### src/rtl/clk_step_ctrl_pkg.sv
`default_nettype none
// ============================================================================
// Module   : clk_step_ctrl_pkg
// Purpose  : Mode and FSM state encodings shared by the processor clock controller.
// Revision : 1.0
// ============================================================================
package clk_step_ctrl_pkg;

    localparam logic [1:0] MODE_RUN  = 2'b00;
    localparam logic [1:0] MODE_HALT = 2'b01;
    localparam logic [1:0] MODE_STEP = 2'b10;

    typedef enum logic [1:0] {
        ST_IDLE    = 2'd0,
        ST_RUN     = 2'd1,
        ST_STEP_HI = 2'd2,
        ST_STEP_LO = 2'd3
    } state_t;

endpackage
`default_nettype wire

### src/rtl/clk_step_ctrl_debounce.sv
`default_nettype none
// ============================================================================
// Module   : key_debounce
// Purpose  : Synchronises and debounces a raw key; one-cycle pulse on press.
// Revision : 1.0
// ============================================================================
module key_debounce #(
    parameter int DEB_CYCLES = 500000
) (
    input  logic clk,
    input  logic rst,
    input  logic key_in,
    output logic pulse
);

    localparam int DW = (DEB_CYCLES > 2) ? $clog2(DEB_CYCLES) : 1;
    localparam logic [DW-1:0] CNT_MAX = DW'(DEB_CYCLES - 1);

    logic [1:0]    sync_q, sync_d;
    logic          level_q, level_d;
    logic [DW-1:0] cnt_q, cnt_d;
    logic          pulse_q, pulse_d;

    always_comb begin
        sync_d  = {sync_q[0], key_in};
        level_d = level_q;
        cnt_d   = '0;
        pulse_d = 1'b0;
        // Any cycle agreeing with the accepted level restarts the qualification count.
        if (sync_q[1] != level_q) begin
            if (cnt_q == CNT_MAX) begin
                level_d = ~level_q;
                pulse_d = ~level_q;
            end else begin
                cnt_d = cnt_q + DW'(1);
            end
        end
    end

    always_ff @(posedge clk or posedge rst) begin
        if (rst) begin
            sync_q  <= '0;
            level_q <= 1'b0;
            cnt_q   <= '0;
            pulse_q <= 1'b0;
        end else begin
            sync_q  <= sync_d;
            level_q <= level_d;
            cnt_q   <= cnt_d;
            pulse_q <= pulse_d;
        end
    end

    assign pulse = pulse_q;

endmodule
`default_nettype wire

### src/rtl/clk_step_ctrl.sv
`default_nettype none
// ============================================================================
// Module   : clk_step_ctrl
// Purpose  : Processor clock generator with runtime divide, run/halt/single-step.
// Revision : 1.0
// ============================================================================
module clk_step_ctrl
    import clk_step_ctrl_pkg::*;
#(
    parameter int CNT_W       = 26,
    parameter int DEFAULT_DIV = 49999999,
    parameter int DEB_CYCLES  = 500000,
    parameter int CYC_W       = 16
) (
    input  logic             clkin,
    input  logic             reset,
    input  logic [1:0]       mode_sel,
    input  logic             div_load,
    input  logic [CNT_W-1:0] div_val,
    input  logic             step_key,
    input  logic             cnt_clr,
    output logic             clk_out,
    output logic             tick,
    output logic             running,
    output logic [CYC_W-1:0] edge_count
);

    state_t           state_q, state_d;
    logic [CNT_W-1:0] counter_q, counter_d;
    logic [CNT_W-1:0] div_q, div_d;
    logic             clk_out_q, clk_out_d;
    logic             tick_q, tick_d;
    logic [CYC_W-1:0] edge_count_q, edge_count_d;
    logic             step_pulse;
    logic             toggle;

    key_debounce #(
        .DEB_CYCLES (DEB_CYCLES)
    ) u_key_debounce (
        .clk    (clkin),
        .rst    (reset),
        .key_in (step_key),
        .pulse  (step_pulse)
    );

    assign toggle = (state_q != ST_IDLE) && (counter_q == '0);

    always_comb begin
        state_d   = state_q;
        counter_d = counter_q;
        clk_out_d = clk_out_q;
        tick_d    = 1'b0;
        // A reload this cycle still sees the old ratio; the new one takes effect next reload.
        div_d     = div_load ? div_val : div_q;

        case (state_q)
            ST_IDLE: begin
                clk_out_d = 1'b0;
                case (mode_sel)
                    MODE_RUN: begin
                        counter_d = div_q;
                        state_d   = ST_RUN;
                    end
                    MODE_STEP: begin
                        if (step_pulse) begin
                            clk_out_d = 1'b1;
                            tick_d    = 1'b1;
                            counter_d = div_q;
                            state_d   = ST_STEP_HI;
                        end
                    end
                    MODE_HALT: ;
                    default: ;
                endcase
            end
            ST_RUN: begin
                if (toggle) begin
                    counter_d = div_q;
                    // Leaving RUN only at a phase boundary keeps every high phase full length.
                    if (mode_sel == MODE_RUN) begin
                        clk_out_d = ~clk_out_q;
                        tick_d    = ~clk_out_q;
                    end else begin
                        clk_out_d = 1'b0;
                        state_d   = ST_IDLE;
                    end
                end else begin
                    counter_d = counter_q - CNT_W'(1);
                end
            end
            ST_STEP_HI: begin
                if (toggle) begin
                    counter_d = div_q;
                    clk_out_d = 1'b0;
                    state_d   = ST_STEP_LO;
                end else begin
                    counter_d = counter_q - CNT_W'(1);
                end
            end
            ST_STEP_LO: begin
                if (toggle) begin
                    counter_d = div_q;
                    state_d   = ST_IDLE;
                end else begin
                    counter_d = counter_q - CNT_W'(1);
                end
            end
            default: state_d = ST_IDLE;
        endcase

        if (cnt_clr) begin
            edge_count_d = '0;
        end else if (tick_q) begin
            edge_count_d = edge_count_q + CYC_W'(1);
        end else begin
            edge_count_d = edge_count_q;
        end
    end

    always_ff @(posedge clkin or posedge reset) begin
        if (reset) begin
            state_q      <= ST_IDLE;
            counter_q    <= '0;
            div_q        <= CNT_W'(DEFAULT_DIV);
            clk_out_q    <= 1'b0;
            tick_q       <= 1'b0;
            edge_count_q <= '0;
        end else begin
            state_q      <= state_d;
            counter_q    <= counter_d;
            div_q        <= div_d;
            clk_out_q    <= clk_out_d;
            tick_q       <= tick_d;
            edge_count_q <= edge_count_d;
        end
    end

    assign clk_out    = clk_out_q;
    assign tick       = tick_q;
    assign running    = (state_q != ST_IDLE);
    assign edge_count = edge_count_q;

endmodule
`default_nettype wire

### config.mk
export PLATFORM = sky130hd
export DESIGN_NAME = clk_step_ctrl
export DESIGN_NICKNAME = d
export VERILOG_FILES = /design/src/rtl/clk_step_ctrl_pkg.sv /design/src/rtl/clk_step_ctrl_debounce.sv /design/src/rtl/clk_step_ctrl.sv
export SDC_FILE = /design/constraint.sdc
export NUM_CORES = 1
export LEC_CHECK = 0
export ABC_AREA = 1
export BUFFER_PORTS_ARGS = -buffer_cell sky130_fd_sc_hd__buf_2
export CAP_MARGIN = 30
export CORE_AREA = 4 4 122 124
export DETAILED_ROUTE_END_ITERATION = 8
export DIE_AREA = 0 0 126 128
export PLACE_DENSITY = 0.67
export SLEW_MARGIN = 0
export SYNTH_ARGS = -nofsm -noshare
export SYNTH_HDL_FRONTEND = slang
export SYNTH_SLANG_ARGS = --single-unit
### constraint.sdc
create_clock -name clkin -period 3.2 [get_ports clkin]
set_clock_uncertainty 0.15 [all_clocks]
set_input_delay 0.32 -clock clkin [delete_from_list [all_inputs] [get_ports clkin]]
set_output_delay 0.32 -clock clkin [all_outputs]
set_load 0.01 [all_outputs]
### Yosys cells after proc, flatten, opt, wreduce, memory -nomap -nowiden

Cells that the tools add are included.

| word-level totals | value |
|---|---|
| flip-flop bits (word level) | 95 |
| input port bits | 33 |
| output and inout port bits | 19 |
| logic and storage cells | 64 |

| operators by class | value |
|---|---|
| $add $sub $neg | 3 |
| equality and inequality tests | 12 |
| mux-type cells | 25 |
| bitwise operators | 2 |
| reductions and logical operators | 12 |

Operator list:

| kind | count |
|---|---|
| $pmux 26 s2 | 2 |
| $mux 26 | 2 |
| $mux 19 | 2 |
| $mux 16 | 2 |
| $logic_not 26->1 | 1 |
| $sub 26x1->26 const B | 1 |
| $add 19x1->19 const B | 1 |
| $eq 19x19->1 const B | 1 |
| $add 16x1->16 const B | 1 |
| $mux 2 | 5 |
| $mux 1 | 8 |
| $ne 2x2->1 const B | 4 |
| $pmux 2 s4 | 1 |
| $eq 2x2->1 const B | 3 |
| $ne 3x2->1 const B | 2 |
| $reduce_and 6->1 | 1 |
| $logic_not 2->1 | 2 |
| $pmux 2 s2 | 1 |
| $reduce_and 2->1 | 2 |
| $reduce_bool 2->1 | 2 |
| $pmux 1 s3 | 1 |
| $reduce_and 3->1 | 1 |
| $reduce_bool 3->1 | 1 |
| $reduce_or 3->1 | 1 |
| other kinds (5) | 6 |

### Depth between registers and ports, before layout

| depth | value |
|---|---|
| depth in word-level cells | 4 |
| mapped depth | 11 |
| gate-level depth less buffers | 11 |

### Hierarchy

From an unflattened synthesis, not the netlist that was laid out.

| second synthesis, totals | value |
|---|---|
| cells, all modules | 727 |
| area total of the unflattened synthesis | 5485.3 µm² |

By module, submodules not included:

| module | times used | cells each | area each (µm²) | seq. area each (µm²) |
|---|---|---|---|---|
| clk_step_ctrl | 1 | 570 | 4182.8 | 1824.2 |
| key_debounce | 1 | 157 | 1302.5 | 575.6 |

### Worst setup path before layout

Ideal clock, no wire load.

| path | value |
|---|---|
| path kind | flip-flop to flip-flop |
| start | register state_q[0] |
| end | register counter_q[14] |
| setup time | 0.118 ns |
| arrival | 1.554 ns |
| required time | 2.932 ns |
| slack | 1.378 ns |
| cell stages (with the launch flop) | 9 |
| path buffers | 2 |
| clock period less this slack | 1.822 ns |
| cells stage by stage | dfrtp_1 inv_1 ha_1 inv_1 buf_2 buf_1 nand4_1 nand3_1 nand2_1 |

| on the way | value |
|---|---|
| cells in the longest elaborated chain, start to end | 4 |
| elaborated cells on any way between the ends | 12 |
| classes of those cells | 5 x eq/ne; 2 x mux; 5 x reduce/logical |

Ends and longest elaborated chain:

| item | RTL line | source |
|---|---|---|
| from (decl) | clk_step_ctrl.sv:28 | `state_t state_q, state_d;` |
| from (signal assigned) | clk_step_ctrl.sv:129 | `state_q <= state_d;` |
| $reduce_bool 2->1 | n/a |  |
| named net running | clk_step_ctrl.sv:24 | `output logic running,` |
| $logic_and 1x1->1 | clk_step_ctrl.sv:46 | `assign toggle = (state_q != ST_IDLE) && (counter_q == '0);` |
| $mux 26 | clk_step_ctrl.sv:77, clk_step_ctrl.sv:92, clk_step_ctrl.sv:101 |  |
| $pmux 26 s2 | clk_step_ctrl.sv:56 | `case (state_q)` |
| to (signal assigned) | clk_step_ctrl.sv:130 | `counter_q <= counter_d;` |
| to (decl) | clk_step_ctrl.sv:29 | `logic [CNT_W-1:0] counter_q, counter_d;` |

The timed path passes the listed nets, and every way through them passes these cells.
A chain may end at the register's enable or synchronous reset.

### Worst setup path after layout

| path | value |
|---|---|
| start | register state_q[0] |
| end | output running |

| on the way | value |
|---|---|
| cells in the longest elaborated chain, start to end | 1 |

Ends and longest elaborated chain:

| item | RTL line | source |
|---|---|---|
| $reduce_bool 2->1 | clk_step_ctrl.sv:140 | `assign running = (state_q != ST_IDLE);` |
| to (decl) | clk_step_ctrl.sv:24 |  |

No other way between the ends.

==> results by group <==
STA
  • Number of slew-limit violations in the final report: 0
  • Final critical delay including setup and external delays: ~2300 ps
  • Slew margin rel.: approximately 54%
  • Total negative setup slack: 0 ps
  • Worst-margin pin slew: about 690 ps
  • Setup repair after global routing missed its margin: false
  • Highest attainable clock frequency: about 430 MHz
  • Post-route fraction of the period consumed by the critical path: approximately 72%
  • Final worst-path setup slack: between 800 and 900 ps
  • Number of failing hold endpoints at the final stage: 0
  • Count of endpoints failing setup in the final report: 0

Placement
  • Number of port buffers: 51
  • Final Wtd Congestion: around 0.9
  • Post-Place Worst Slack: ~970 ps
  • Estimated wirelength of the detail-placed design: 8.56 mm

Layout
  • Layout cells sized above 1: between 10% and 20%
  • Fill cell total of the finished layout: roughly 1500
  • Syn-to-layout area delta: 13.5%
  • Final #Nets: roughly 830
  • # diodes: 0

Detailed routing
  • Iteration count of the initial detailed-routing pass: 5
  • DRC violations left: 0
  • Via count of the routed design: roughly 4700
  • Per-cell routed wire length: around 12 µm
  • Remaining antenna violation count: 0
  • Routed wire length: roughly 12 mm
  • Via-per-instance ratio: around 4.8
  • Detailed Route Iter0 Violations: just over 300

Setup path
  • Crit path DAT: between 1500 and 2000 ps
  • Required time at the worst-slack endpoint: about 2700 ps
  • Endpoint type of the worst setup path: primary output
  • Type of origin of the critical path: flop
  • Largest stage delay on the critical path: approximately 500 ps
  • Master of the slowest instance on the critical path: inv_1
  • Series of cell instances along the critical path: inv_1, ha_1, inv_1, buf_2
  • CP max FO: 20
  • Path type of the worst setup path: reg2out
  • Most common cell on crit path: inv_1

Synth
  • Top-count cell post-synth: nand2_1
  • Total nets after synthesis: 785
  • Area of the mapped netlist: between 5000 and 6000 µm²
  • Post-Synth XOR/XNOR Area: under 10%
  • Area share of the largest cell type after synthesis: a little over a third
  • Share of cell area taken by muxes after synthesis: 0%
  • Post-Synth Simple-Gate Area: 35.0%
  • Seq/Total Area, Yosys: 44.1%
  • Avg Inst Size Synth: about 7.3 µm²
  • Biggest area consumer among synthesized cells: dfrtp_1
  • Proportion of synthesized flip-flops having asynchronous set or reset: 100%
  • Area contributors post-synth: dfrtp_1, nand2_1, dfstp_2, inv_1, nand3_1
  • Number of library cell types mapped by synthesis: 35
  • Fraction of the mapped netlist area in adder cells: between 1.5 and 2%
  • Main combinational cell family by area after synthesis: simple AND/OR/NAND/NOR gates
  • Predominant post-synthesis flop cell: dfrtp_1
  • Area fraction in compound gates after synthesis: ~7.1%
  • Post-synthesis register bit count: 95
  • Mapped Cells: about 740
  • Count of flip-flops with a built-in enable after synthesis: 0
  • Commonest cells post-synth: nand2_1, inv_1, nor2_1, dfrtp_1, nand3_1
  • Count of yosys warnings during synthesis: 0

Power and ir drop
  • Share of total power in sequential cells: about two fifths
  • Cell leakage power: 3.06 nW
  • Combinational cell fraction of total power: 37.4%
  • Clk pwr share: between 20% and 30%
  • Internal power contribution: ~2.7 mW
  • Switching power: 1.74 mW
  • VDD IR max: around 0.0004 V
  • Switching part of the total power: between 30 and 40%
  • Pwr Density: slightly above 700 nW/µm²

GRT
  • Global-route wire length before repair: 20.3 mm
  • Total gr overflow: 0
  • Maximum number of pins on one net before global-route repair: 60
  • Via count of the first global-routing pass: 4300
  • Antenna violations before repair: 0
  • All-layer global routing usage: between 10% and 20%

Clock tree
  • Largest buffer count on any clock path: 2
  • Clock Tree Root: clkbuf_16
  • Clock latency of the later-clocked register in the worst-skew pair: around 340 ps
  • CTS resizes: 0
  • Clock sink count: 95
  • TritonCTS clock tree: done
  • Reg clk slew, reported paths: approximately 70 ps
  • H-tree depth reported by CTS: 3
  • Num CTS Buffers: 9

Floorplanning
  • Die outline area: around 16000 µm²
  • Chip Height: around 130 µm
  • Row count: 43
  • Initial cell density of the core: about two fifths
  • Core outline area: roughly 14000 µm²
  • X dimension of the die: 126 µm
  • Number of top-level pins: 52

Job
  • Max_cap viols: 0

Worst hold path
  • Hold/Removal Path Class: in2reg

Status
  • Result of the run: completed
cell type report:
type	count	area (µm²)	share of cell area (%)
inverter	106	400	6.48
timing repair buffer	55	303	4.90
clock inverter	4	53.8	0.871
sequential	95	2400	38.8
clock buffer	12	246	3.99
tap	180	225	3.65
multi-input combinational	526	2550	41.3
sequential cells by signal, summed over array words and instances (netlist names):
| signal | flops |
|---|---|
| u_key_debounce.sync_q | 2 |
| clk_out | 1 |
| tick | 1 |
| counter_q | 26 |
| state_q | 2 |
| div_q | 26 |
| edge_count | 16 |
| u_key_debounce.cnt_q | 19 |
| u_key_debounce.level_q | 1 |
| u_key_debounce.pulse | 1 |
power by group through the flow:
stage                     registers (mW)  logic, mW  clock network [mW]
after floorplan                     1.63       1.39                   0
after global placement              1.69       1.62                   0
after detailed placement            1.69       1.65                   0
after CTS                           1.67       1.66                1.12
after global routing                1.71       1.93                1.18
final                               1.68       1.64                1.07
layer usage:
metal  GRT usage (%)  up-vias  part of all wire (%)
li1                -     2460                     -
met1            20.9     2140                    49
met2            23.8      101                    44
met3            4.25        8                   4.8
met4            4.29        0                   1.2
met5               0        -                     0
worst max-delay path: cells and delay by family (launching register included):
kind	cells	cell delay [ps]
adder cells (fa/ha/maj)	1	240
buffers and inverters	3	840
flip-flops	1	420
per-stage QoR:
stage / util (%) / cell area (µm²) / hold slack (ps) / std cells / total power, mW
4_1_cts: 44.8 / 6180 / 16.2 / 978 / 4.45
6_report: 44.8 / 6180 / 29.2 / 978 / 4.40
3_5_place_dp: 42.5 / 5860 / 191 / 960 / 3.34
5_1_grt: 44.8 / 6180 / 15.3 / 978 / 4.82
3_3_place_gp: 42.5 / 5860 / 184 / 960 / 3.31
2_1_floorplan: - / 5440 / 181 / 744 / 3.02
cells by family (layout without fill, tap and decap cells):
logic type                 count (synthesis)  count (layout)
buffers and inverters                    123             177
DFF                                       95              95
and+or+nand+nor                          431             431
adders and majority gates                  8               8
xor gates and xnor gates                  18              18
AOI/OAI and AO/OA                         69              69
worst paths after layout:
path                       cells past startpoint                            endpoint  slack, ps                                from
max in group asynchronous                      4                div_q[5]$_DFFE_PP1P_       1810                               reset
hold / removal                                 3                div_q[2]$_DFFE_PP1P_         30                          div_val[2]
setup / recovery                               4                             running        890              state_q[0]$_DFFE_PP0P_
hold reg to reg                                0  u_key_debounce.sync_q[1]$_DFF_PP0_        200  u_key_debounce.sync_q[0]$_DFF_PP0_
setup reg to reg                               9           counter_q[18]$_DFFE_PP0P_        990            counter_q[0]$_DFFE_PP0P_
min in group asynchronous                      3               div_q[10]$_DFFE_PP0P_        390                               reset
repair_timing:
| action | in CTS | in global routing |
|---|---|---|
| buffers inserted | 0 | 0 |
| endpoints found under the setup margin | 0 | 0 |
| endpoints found under the hold margin | 24 | 0 |
| hold buffers | 2 | 0 |
placed cells by master, fill, tap and decap left out, types with 2 or more instances in the layout:
master         netlist  final
nand2_1            212    212
nand3_1             67     67
clkinv_1             2      2
xnor2_1              5      5
clkinvlp_4           0      2
o21ai_1              5      5
nor2_2               6      6
buf_2                1     51
nor3b_1              3      3
nor3_2               2      2
nand2_2              2      2
dfstp_2             18     18
o21bai_2             5      5
clkbuf_1            11      2
o21ai_0             43     43
nand4_1             28     28
ha_1                 8      8
inv_1              104    103
nor2_4               3      3
dfrtp_1             77     77
nand3b_1             5      5
dlygate4sd3_1        0      2
a21oi_1             12     12
xor2_1              13     13
nor3_1              13     13
clkbuf_16            0      9
nor2_1              85     85
(Power assumes the default switching activity.)
